[src/rtl/uart_prog_loader_pkg.sv]
// Shared definitions for the UART program loader: FSM encodings and the frame sync byte.
package uart_prog_loader_pkg;

  localparam logic [7:0] SYNC_BYTE = 8'hA5;

  typedef enum logic [2:0] {
    ST_SYNC   = 3'd0,
    ST_LEN_LO = 3'd1,
    ST_LEN_HI = 3'd2,
    ST_DATA   = 3'd3,
    ST_CSUM   = 3'd4,
    ST_DONE   = 3'd5,
    ST_ERR    = 3'd6
  } loader_state_t;

  typedef enum logic [1:0] {
    RX_IDLE  = 2'd0,
    RX_START = 2'd1,
    RX_DATA  = 2'd2,
    RX_STOP  = 2'd3
  } rx_state_t;

endpackage

[src/rtl/uart_prog_loader_if.sv]
// Program-memory write port driven by the loader.
interface uart_prog_loader_if #(
  parameter int AW = 8
);
  logic          pm_we;
  logic [AW-1:0] pm_addr;
  logic [31:0]   pm_wdata;

  modport master (output pm_we, output pm_addr, output pm_wdata);
  modport slave  (input  pm_we, input  pm_addr, input  pm_wdata);
endinterface

[src/rtl/uart_prog_loader_rx.sv]
// 8N1 UART byte receiver: 2-flop synchronizer, start-bit glitch rejection, bit-centre sampling.
module uart_rx_byte
  import uart_prog_loader_pkg::*;
#(
  parameter int CLKS_PER_BIT = 434
) (
  input  logic       clk,
  input  logic       reset,
  input  logic       rx,
  output logic       byte_valid,
  output logic [7:0] byte_data,
  output logic       frame_err
);
  localparam int CW = $clog2(CLKS_PER_BIT);
  localparam logic [CW-1:0] HALF_M1 = CW'(CLKS_PER_BIT / 2 - 1);
  localparam logic [CW-1:0] FULL_M1 = CW'(CLKS_PER_BIT - 1);

  logic            r_meta, r_rx, r_rx_prev;
  rx_state_t       r_state, w_state_next;
  logic [CW-1:0]   r_cnt, w_cnt_next;
  logic [2:0]      r_bit_idx, w_bit_idx_next;
  logic [7:0]      r_shift, w_shift_next;
  logic [7:0]      r_data, w_data_next;
  logic            r_valid, w_valid_next;
  logic            r_ferr, w_ferr_next;

  always_comb begin
    w_state_next   = r_state;
    w_cnt_next     = r_cnt + 1'b1;
    w_bit_idx_next = r_bit_idx;
    w_shift_next   = r_shift;
    w_data_next    = r_data;
    w_valid_next   = 1'b0;
    w_ferr_next    = 1'b0;
    case (r_state)
      RX_IDLE: begin
        w_cnt_next = '0;
        if (r_rx_prev && !r_rx) w_state_next = RX_START;
      end
      RX_START: begin
        // A line that is high again at mid start bit was only a glitch.
        if (r_cnt == HALF_M1) begin
          w_cnt_next     = '0;
          w_bit_idx_next = '0;
          w_state_next   = r_rx ? RX_IDLE : RX_DATA;
        end
      end
      RX_DATA: begin
        if (r_cnt == FULL_M1) begin
          w_cnt_next     = '0;
          w_shift_next   = {r_rx, r_shift[7:1]};
          w_bit_idx_next = r_bit_idx + 1'b1;
          if (r_bit_idx == 3'd7) w_state_next = RX_STOP;
        end
      end
      RX_STOP: begin
        if (r_cnt == FULL_M1) begin
          w_cnt_next   = '0;
          w_state_next = RX_IDLE;
          if (r_rx) begin
            w_valid_next = 1'b1;
            w_data_next  = r_shift;
          end else begin
            w_ferr_next = 1'b1;
          end
        end
      end
      default: w_state_next = RX_IDLE;
    endcase
  end

  always_ff @(posedge clk or negedge reset) begin
    if (!reset) begin
      r_meta    <= 1'b1;
      r_rx      <= 1'b1;
      r_rx_prev <= 1'b1;
      r_state   <= RX_IDLE;
      r_cnt     <= '0;
      r_bit_idx <= '0;
      r_shift   <= '0;
      r_data    <= '0;
      r_valid   <= 1'b0;
      r_ferr    <= 1'b0;
    end else begin
      r_meta    <= rx;
      r_rx      <= r_meta;
      r_rx_prev <= r_rx;
      r_state   <= w_state_next;
      r_cnt     <= w_cnt_next;
      r_bit_idx <= w_bit_idx_next;
      r_shift   <= w_shift_next;
      r_data    <= w_data_next;
      r_valid   <= w_valid_next;
      r_ferr    <= w_ferr_next;
    end
  end

  assign byte_valid = r_valid;
  assign byte_data  = r_data;
  assign frame_err  = r_ferr;
endmodule

[src/rtl/uart_prog_loader.sv]
// Serial boot loader: parses A5/len/data/xor frames from the UART and writes words to program memory.
module uart_prog_loader
  import uart_prog_loader_pkg::*;
#(
  parameter int CLKS_PER_BIT = 434,
  parameter int AW           = 8
) (
  input  logic               clk,
  input  logic               reset,
  input  logic               rx,
  uart_prog_loader_if.master pm,
  output logic               cpu_hold,
  output logic               done,
  output logic               error
);
  localparam logic [16:0] MAX_WORDS = 17'(2 ** AW);

  logic          w_byte_valid, w_frame_err;
  logic [7:0]    w_byte_data;
  logic [15:0]   w_len_full;
  logic [16:0]   w_word_cnt_inc;

  loader_state_t r_state, w_state_next;
  logic [15:0]   r_len, w_len_next;
  logic [16:0]   r_word_cnt, w_word_cnt_next;
  logic [1:0]    r_byte_cnt, w_byte_cnt_next;
  logic [31:0]   r_word, w_word_next;
  logic [7:0]    r_csum, w_csum_next;
  logic          r_pm_we, w_pm_we_next;
  logic [AW-1:0] r_pm_addr, w_pm_addr_next;
  logic [31:0]   r_pm_wdata, w_pm_wdata_next;
  logic          r_error, w_error_next;
  logic          r_done, w_done_next;

  uart_rx_byte #(.CLKS_PER_BIT(CLKS_PER_BIT)) u_rx (
    .clk        (clk),
    .reset      (reset),
    .rx         (rx),
    .byte_valid (w_byte_valid),
    .byte_data  (w_byte_data),
    .frame_err  (w_frame_err)
  );

  assign w_len_full     = {w_byte_data, r_len[7:0]};
  assign w_word_cnt_inc = r_word_cnt + 17'd1;

  always_comb begin
    w_state_next    = r_state;
    w_len_next      = r_len;
    w_word_cnt_next = r_word_cnt;
    w_byte_cnt_next = r_byte_cnt;
    w_word_next     = r_word;
    w_csum_next     = r_csum;
    w_pm_we_next    = 1'b0;
    w_pm_addr_next  = r_pm_we ? r_pm_addr + 1'b1 : r_pm_addr;
    w_pm_wdata_next = r_pm_wdata;
    w_error_next    = r_error;
    w_done_next     = r_done;
    case (r_state)
      ST_SYNC, ST_ERR: begin
        if (w_byte_valid && w_byte_data == SYNC_BYTE) begin
          w_state_next    = ST_LEN_LO;
          w_error_next    = 1'b0;
          w_pm_addr_next  = '0;
          w_csum_next     = '0;
          w_word_cnt_next = '0;
          w_byte_cnt_next = '0;
        end
      end
      ST_LEN_LO: begin
        if (w_byte_valid) begin
          w_len_next   = {8'h00, w_byte_data};
          w_state_next = ST_LEN_HI;
        end
      end
      ST_LEN_HI: begin
        if (w_byte_valid) begin
          w_len_next = w_len_full;
          if ({1'b0, w_len_full} > MAX_WORDS) begin
            w_state_next = ST_ERR;
            w_error_next = 1'b1;
          end else if (w_len_full == 16'd0) begin
            w_state_next = ST_CSUM;
          end else begin
            w_state_next = ST_DATA;
          end
        end
      end
      ST_DATA: begin
        if (w_byte_valid) begin
          w_csum_next     = r_csum ^ w_byte_data;
          w_word_next     = {w_byte_data, r_word[31:8]};
          w_byte_cnt_next = r_byte_cnt + 1'b1;
          if (r_byte_cnt == 2'd3) begin
            w_pm_wdata_next = {w_byte_data, r_word[31:8]};
            w_pm_we_next    = 1'b1;
            w_word_cnt_next = w_word_cnt_inc;
            if (w_word_cnt_inc == {1'b0, r_len}) w_state_next = ST_CSUM;
          end
        end
      end
      ST_CSUM: begin
        if (w_byte_valid) begin
          if (w_byte_data == r_csum) begin
            w_state_next = ST_DONE;
            w_done_next  = 1'b1;
          end else begin
            w_state_next = ST_ERR;
            w_error_next = 1'b1;
          end
        end
      end
      ST_DONE: ;
      default: w_state_next = ST_SYNC;
    endcase
    // A broken byte anywhere inside a frame aborts it.
    if (w_frame_err && (r_state inside {ST_LEN_LO, ST_LEN_HI, ST_DATA, ST_CSUM})) begin
      w_state_next = ST_ERR;
      w_error_next = 1'b1;
      w_pm_we_next = 1'b0;
    end
  end

  always_ff @(posedge clk or negedge reset) begin
    if (!reset) begin
      r_state    <= ST_SYNC;
      r_len      <= '0;
      r_word_cnt <= '0;
      r_byte_cnt <= '0;
      r_word     <= '0;
      r_csum     <= '0;
      r_pm_we    <= 1'b0;
      r_pm_addr  <= '0;
      r_pm_wdata <= '0;
      r_error    <= 1'b0;
      r_done     <= 1'b0;
    end else begin
      r_state    <= w_state_next;
      r_len      <= w_len_next;
      r_word_cnt <= w_word_cnt_next;
      r_byte_cnt <= w_byte_cnt_next;
      r_word     <= w_word_next;
      r_csum     <= w_csum_next;
      r_pm_we    <= w_pm_we_next;
      r_pm_addr  <= w_pm_addr_next;
      r_pm_wdata <= w_pm_wdata_next;
      r_error    <= w_error_next;
      r_done     <= w_done_next;
    end
  end

  assign pm.pm_we    = r_pm_we;
  assign pm.pm_addr  = r_pm_addr;
  assign pm.pm_wdata = r_pm_wdata;
  assign cpu_hold    = ~r_done;
  assign done        = r_done;
  assign error       = r_error;
endmodule
[src/flat_wrapper.sv]
// flat-port wrapper written by rule: the top's interface ports become plain ports
module uart_prog_loader_flat import uart_prog_loader_pkg::*;
#(
  parameter int CLKS_PER_BIT = 434,
  parameter int AW           = 8
)
  (clk, reset, rx, cpu_hold, done, error, pm_pm_we, pm_pm_addr, pm_pm_wdata);
  uart_prog_loader_if #(.AW(AW)) pm_i ();
  input  logic clk;
  input  logic reset;
  input  logic rx;
  output logic cpu_hold;
  output logic done;
  output logic error;
  output wire logic [$bits(pm_i.pm_we)-1:0] pm_pm_we;
  output wire logic [$bits(pm_i.pm_addr)-1:0] pm_pm_addr;
  output wire logic [$bits(pm_i.pm_wdata)-1:0] pm_pm_wdata;
  assign pm_pm_we = pm_i.pm_we;
  assign pm_pm_addr = pm_i.pm_addr;
  assign pm_pm_wdata = pm_i.pm_wdata;
  uart_prog_loader #(.CLKS_PER_BIT(CLKS_PER_BIT), .AW(AW)) u_core (.clk(clk), .reset(reset), .rx(rx), .pm(pm_i), .cpu_hold(cpu_hold), .done(done), .error(error));
endmodule
[config.mk]
export PLATFORM = sky130hd
export DESIGN_NAME = uart_prog_loader_flat
export DESIGN_NICKNAME = d
export VERILOG_FILES = /design/src/rtl/uart_prog_loader_pkg.sv /design/src/rtl/uart_prog_loader_if.sv /design/src/rtl/uart_prog_loader_rx.sv /design/src/rtl/uart_prog_loader.sv /design/src/flat_wrapper.sv
export SDC_FILE = /design/constraint.sdc
export NUM_CORES = 1
export LEC_CHECK = 0
export CAP_MARGIN = 25
export CORE_ASPECT_RATIO = 0.8
export CORE_MARGIN = 2
export CORE_UTILIZATION = 50
export CTS_CLUSTER_DIAMETER = 80
export DETAILED_ROUTE_END_ITERATION = 12
export GPL_ROUTABILITY_DRIVEN = 0
export PLACE_DENSITY = 0.76
export SLEW_MARGIN = 10
export SYNTH_ARGS = -nofsm -noshare
export SYNTH_HDL_FRONTEND = slang
export SYNTH_SLANG_ARGS = --single-unit
[constraint.sdc]
create_clock -name clk -period 4.1 [get_ports clk]
set_input_delay 0.41 -clock clk [delete_from_list [all_inputs] [get_ports clk]]
set_output_delay 0.41 -clock clk [all_outputs]
set_load 0.02 [all_outputs]
* Yosys cells after proc, flatten, opt, wreduce, memory -nomap -nowiden
Cells that the tools add are included.
** Word-level totals
- Word-level logic and storage cells :: 152
- Bits in registers :: 156
- Output and inout bits :: 44
** Cells by class
- Muxes and demuxes :: 58
- Equality and inequality tests :: 36
- Reduce and logical (&&, ||, !) cells :: 27
- Magnitude comparators :: 1
- Add/sub/neg operators :: 5
- Bitwise operators :: 3
** Operator list (count)
- 17-bit two-way mux :: 3
- 8-bit two-way mux :: 5
- 3-bit two-way mux :: 12
- 17-bit one-hot mux with 2 select lines :: 1
- 16-bit two-way mux :: 2
- 16-bit one-hot mux with 2 select lines :: 1
- 9-bit one-hot mux with 3 select lines :: 1
- 3-bit AND reduction :: 7
- 2-bit two-way mux :: 9
- 9-bit two-way mux :: 2
- 3-bit one-hot mux with 6 select lines :: 1
- 17-bit by 1-bit adder with 17-bit output (second input constant) :: 1
- 17-bit by 16-bit == test with 1-bit output :: 1
- 16-bit by 9-bit > comparator with 1-bit output (second input constant) :: 1
- 16-bit zero test :: 1
- 1-bit two-way mux :: 16
- 2-bit inequality test (second input constant) :: 8
- 8-bit one-hot mux with 2 select lines :: 1
- 3-bit inequality test (second input constant) :: 5
- 3-bit == test (second input constant) :: 4
- 9-bit by 1-bit adder with 9-bit output (second input constant) :: 1
- 9-bit by 8-bit == test with 1-bit output (second input constant) :: 1
- 9-bit == test (second input constant) :: 1
- 3-bit by 2-bit inequality test with 1-bit output (second input constant) :: 3
- other kinds (29) :: 42

* Logic depth before layout (Yosys ltp)
- Word-level depth :: 7
- Mapped depth :: 9
- Mapped depth without buffers :: 7

* Hierarchy
From an unflattened synthesis, not the netlist that was laid out.
** Second synthesis, totals
- Cell total of the unflattened synthesis :: 743
- Area total of the unflattened synthesis :: 7131.8 µm²
** Modules (own cells, without submodules)
- uart_prog_loader :: cells each 633, instances 1, area an instance 5636.7 µm²
- uart_rx_byte :: cells each 110, instances 1, area an instance 1495.2 µm²

* Worst setup path before layout
Ideal clock, no wire load.
- Path type :: register to register
- From :: register u_core.r_word_cnt[8]
- To :: register u_core.r_state[0]
- Library setup time :: 0.139 ns
- Buffers on the path :: 1
- Path slack :: 1.961 ns
- Arrival :: 2.000 ns
- Stages on the path, launching flop included :: 8
- Clock period less this slack :: 2.139 ns
- Required time :: 3.961 ns
- Cells stage by stage :: dfrtp_1 clkbuf_1 nand4_1 nor4_1 xnor2_1 nand3_1 nor4_1 o211ai_1
** Between the ends
- Cells in the longest elaborated chain, start to end :: 4
** Ends and longest elaborated chain
- start: declaration :: line uart_prog_loader.sv:25 : logic [16:0] r_word_cnt, w_word_cnt_next;
- start signal: assignment :: line uart_prog_loader.sv:140 : r_word_cnt <= w_word_cnt_next;
- 17-bit by 1-bit adder with 17-bit output :: line uart_prog_loader.sv:45 : assign w_word_cnt_inc = r_word_cnt + 17'd1;
- 17-bit by 16-bit == test with 1-bit output :: line uart_prog_loader.sv:98 : if (w_word_cnt_inc == {1'b0, r_len}) w_state_next = ST_CSUM;
- 3-bit by 2-bit inequality test with 1-bit output (no source line)
- 8-bit AND reduction (no source line)
- end signal: assignment :: line uart_prog_loader.sv:138 : r_state <= w_state_next;
- end: declaration :: line uart_prog_loader.sv:23 : loader_state_t r_state, w_state_next;
Every way passes these cells.
A chain may end at the register's enable or synchronous reset.

* Worst setup path after layout
- From :: register u_core.r_state[0]
- To :: register u_core.r_word_cnt[5]
** Between the ends
- Cells in the longest elaborated chain, start to end :: 4
- Elaborated cells on any way between the ends :: 10
- Those cells by class :: eq/ne (5); mux (1); reduce/logical (4)
** Ends and longest elaborated chain
- 3-bit == test / 3-bit zero test (equally long branches) :: line uart_prog_loader.sv:59 : case (r_state)
- 2-bit OR reduction :: line uart_prog_loader.sv:59
- 2-bit by 1-bit inequality test with 1-bit output (no source line) / 2-bit nonzero test (equally long branches)
- 4-bit AND reduction (no source line)
Parallel ways exist; a longest one is shown, timed or not.

==> metrics.md <==
| Metric | Value |
|---|---|
| Synthesized area per cell | `9.54 µm²` |
| Largest net degree at the start of global routing | `76` |
| Data required, critical path | `4440 ps` |
| Setup clock skew after layout | `9.50 ps` |
| Achievable frequency | `320 MHz` |
| Setup_tns | `0 ps` |
| Number of antenna violations at the first check in global routing | `0` |
| Most numerous cell on the critical path | `sky130_fd_sc_hd__o21ai_0` |
| Worst hold-check slack | `367 ps` |
| Area of the mapped netlist | `7050 µm²` |
| Iteration count of the initial detailed-routing pass | `5` |
| Wire length of the first global-routing pass | `26000 µm` |
| Startpoint types | `flop` |
| DRC | `0` |
| Classification of the worst-slack hold path | `reg -> reg` |
| Rows | `38` |
| H-tree lvl count | `4` |
| Share of synthesized area occupied by flip-flops and latches | `52.6%` |
| Final standard cell utilization of the core | `60.2%` |
| Setup crit start | `u_core.r_state[0]$_DFFE_PN0P_` |
| Setup Slack @ Placement | `1100 ps` |
| Number of cells on the worst reg-to-reg path | `5` |
| Post-detailed-placement cell area | `7600 µm²` |
| Worst setup path end | `u_core.r_word_cnt[5]$_DFFE_PN0P_` |
| Total Wirelength | `15600 µm` |
| Endpoint of the lowest-slack register-to-register path | `u_core.r_word_cnt[5]$_DFFE_PN0P_` |
| Worst Path Class, Setup | `reg -> reg` |
| Number of instances in the synthesized netlist | `739` |
| Remaining antenna violation count after routing | `0` |
| Horiz. Die Dim | `137 µm` |
| Register-to-register setup slack | `970 ps` |
| Detailed Route Iter0 Violations | `476` |
| Async set-or-reset flop fraction in the synthesized netlist | `100%` |
| Worst-Margin Slew | `926 ps` |
| Count of cell types in the netlist | `55` |
| Die Area | `15100 µm²` |
| Leading area contributor after synthesis | `sky130_fd_sc_hd__dfrtp_1` |
| Number of global-route vias before repair | `5188` |
| N_diodes | `0` |
| Clock Pin Slew Worst Setup and Hold Paths | `70 ps` |
| Resized Gates After CTS | `0` |
| Area of all placed cells without fillers | `8210 µm²` |
| Slowest stage cell, crit path | `sky130_fd_sc_hd__dfrtp_1` |
| Most frequent standard cell in the layout excluding fill and tap cells | `sky130_fd_sc_hd__nand2_1` |
| Cell-by-cell trace of the critical path | `inv_1 > and4b_1 > nor2_1 > o21ai_0 > o21ai_0` |
| Number of synthesized flops with an enable pin | `0` |
| YS warnings | `0` |
| Proportion of power drawn by the clock network | `48.3%` |
| Peak supply drop | `0.277 mV` |
| Startpoint of the most critical register-to-register path | `u_core.r_state[0]$_DFFE_PN0P_` |
| Sinks on the clock net | `148` |
| Largest stage delay, worst path | `950 ps` |
| Ratio of cells with drive above 1 in the final layout | `10.2%` |
| Total GRT Usage | `22.2%` |
| Post-CTS repair timing setup buffer count | `0` |
| Leak pwr | `3.96 nW` |
| Arrival time worst endpoint | `3460 ps` |
| Cell types occupying the most area after synthesis | `sky130_fd_sc_hd__dfrtp_1 51%, sky130_fd_sc_hd__nand2_1 10%, sky130_fd_sc_hd__mux2_2 5.3%` |
| Root buffer cell | `sky130_fd_sc_hd__clkbuf_16` |
| Crit. End Element | `flop` |
| Post-placement cell count | `924` |
| Post-route total power | `3.16 mW` |
| Area fraction of the dominant cell type after synthesis | `51.5%` |
| Top FF cell, synth | `sky130_fd_sc_hd__dfrtp_1` |
| # nets final | `776` |
| CTS tree | `done` |
| Cell class contributing the biggest share of worst-path delay | `simple AND/OR/NAND/NOR gates` |
| Drt wl/cell | `16.3 µm` |
| Worst Path Max Fanout | `34` |
| Mapped Nets | `750` |
| Worst rel slew slack | `38.3%` |
| Time the final worst path needs with I/O delays and setup | `3130 ps` |
| Number of port buffers | `46` |
| Worst path bufs/invs | `1` |
| Combinational share of power | `3.7%` |
| Std-Cell Core Area | `13600 µm²` |
| Initial cell density of the core | `51.6%` |
| Number of placed I/O pins | `47` |
| Layout Area Growth over Synthesis | `16.6%` |
| Leading cell types in the layout, fill and taps excluded | `187 x sky130_fd_sc_hd__nand2_1, 145 x sky130_fd_sc_hd__dfrtp_1, 55 x sky130_fd_sc_hd__o21ai_0` |
| Seq cells post-synth | `148` |
| Cell area power density | `385 nW/µm²` |
| Sequential share of power | `48.1%` |
| Clock insertion delay at the later pin of the skew report | `420 ps` |
| GRT overflow | `0` |
| Number of failing hold endpoints at the final stage | `0` |
| Total via count in the routed design | `5482` |
| Switching Power | `766 µW` |
| Number of cells on the critical path | `5` |
| Bufs on Longest Clock Path | `2` |
| Via count normalized by instance count | `5.72` |
| Max-cap violations | `0` |
| Power Internal | `2.40 mW` |
| RSZ-0062 raised after global routing | `no` |
| Run status | `finished clean` |
| Final setup violation count | `0` |
| Worst-case setup margin in the final layout | `972 ps` |
| HPWL Detailed | `10200 µm` |
| Cell depth of the worst hold path | `0` |
| Crit share post-route | `76.3%` |
| Number of buffers added by the clock tree synthesis step | `17` |
| Max Transition Viols Final | `0` |
| Switching power as a share of total power | `24.2%` |
| Hold buffer count at cts | `1` |
| Final std cells w/o fill | `958` |
| Fill count | `1065` |
| Die Y | `110 µm` |
==> registers in the layout (all words and copies together), names as in the netlist, named ones only <==
signal,cells
u_core.u_rx.r_rx_prev,1
u_core.u_rx.r_meta,1
u_core.u_rx.r_bit_idx,3
u_core.r_len,16
u_core.error,1
u_core.u_rx.byte_data,8
u_core.pm.pm_we,1
u_core.r_word,24
u_core.r_csum,8
u_core.u_rx.byte_valid,1
u_core.pm.pm_wdata,32
u_core.u_rx.r_cnt,9
u_core.u_rx.r_rx,1
u_core.done,1
u_core.r_byte_cnt,2
u_core.r_word_cnt,17
u_core.pm.pm_addr,8
u_core.u_rx.r_state,1
u_core.u_rx.frame_err,1
u_core.u_rx.r_shift,8
u_core.r_state,3
==> worst reg2reg max path: stages, from the launching register on <==
cell                      delay, ps
sky130_fd_sc_hd__dfrtp_1        950
sky130_fd_sc_hd__inv_1          350
sky130_fd_sc_hd__and4b_1        540
sky130_fd_sc_hd__nor2_1         800
sky130_fd_sc_hd__o21ai_0        270
sky130_fd_sc_hd__o21ai_0        130
==> cells in the mapped netlist (5+ instances only) <==
cell type                  number
sky130_fd_sc_hd__dfrtp_1      145
sky130_fd_sc_hd__nor2b_1        5
sky130_fd_sc_hd__o31ai_1        7
sky130_fd_sc_hd__buf_2          6
sky130_fd_sc_hd__nor3_1        12
sky130_fd_sc_hd__nand2_1      188
sky130_fd_sc_hd__nor4_1         9
sky130_fd_sc_hd__ha_1           8
sky130_fd_sc_hd__xnor2_1       27
sky130_fd_sc_hd__buf_1          5
sky130_fd_sc_hd__xor2_1        23
sky130_fd_sc_hd__nor2_1        49
sky130_fd_sc_hd__a22o_1         8
sky130_fd_sc_hd__o21ai_1        8
sky130_fd_sc_hd__clkbuf_1      33
sky130_fd_sc_hd__o21ai_0       55
sky130_fd_sc_hd__nand4_1       15
sky130_fd_sc_hd__nand3_1       16
sky130_fd_sc_hd__and3_1         5
sky130_fd_sc_hd__a21oi_1        6
sky130_fd_sc_hd__mux2_2        33
sky130_fd_sc_hd__o22ai_1        5
sky130_fd_sc_hd__inv_1         11
==> logic make-up after synthesis <==
logic type | count (synthesis) | share of synthesized area [%]
simple gates | 327 | 21.0
flops | 148 | 52.6
compound gates | 112 | 9.66
buf+inv | 57 | 3.30
xor+xnor | 50 | 6.21
mux | 37 | 5.84
fa+ha+maj | 8 | 1.42
==> routing by layer <==
layer | GRT usage, % | wire length, µm | vias up
li1 | - | - | 2568
met1 | 31.2 | 7380 | 2715
met2 | 34.2 | 7240 | 175
met3 | 5.90 | 841 | 24
met4 | 5.88 | 195 | 0
met5 | 0 | 0 | -
==> how the worst min path moves through the flow <==
stage,end,from,slack [ps]
after floorplan,asynchronous set/reset pin,reset,110
after global placement,u_core.u_rx.r_rx$_DFF_PN1_,u_core.u_rx.r_meta$_DFF_PN1_,350
after detailed placement,u_core.u_rx.r_rx$_DFF_PN1_,u_core.u_rx.r_meta$_DFF_PN1_,350
after CTS,u_core.u_rx.r_rx$_DFF_PN1_,u_core.u_rx.r_meta$_DFF_PN1_,370
after global routing,u_core.u_rx.r_meta$_DFF_PN1_,rx,380
final,u_core.u_rx.r_rx$_DFF_PN1_,u_core.u_rx.r_meta$_DFF_PN1_,370
==> area by class of cell <==
| class | count | area (µm²) | share of cell area [%] |
|---|---|---|---|
| well taps | 180 | 225 | 2.74 |
| clock buffers | 19 | 443 | 5.39 |
| flip-flops and latches | 148 | 3710 | 45.1 |
| clock inverters | 13 | 139 | 1.69 |
| repair buffers | 53 | 549 | 6.69 |
| inverters | 11 | 41.3 | 0.503 |
| multi-input cells | 534 | 3110 | 37.9 |
==> power by group through the flow <==
stage                     logic, mW  clock network [mW]  registers [mW]
after global routing          0.135                1.62            1.52
after CTS                     0.119                1.55            1.52
after global placement        0.107                   0            1.54
final                         0.116                1.53            1.52
after detailed placement      0.117                   0            1.55
after floorplan              0.0872                   0            1.52
Note: power is estimated with default switching activity, not from simulation.
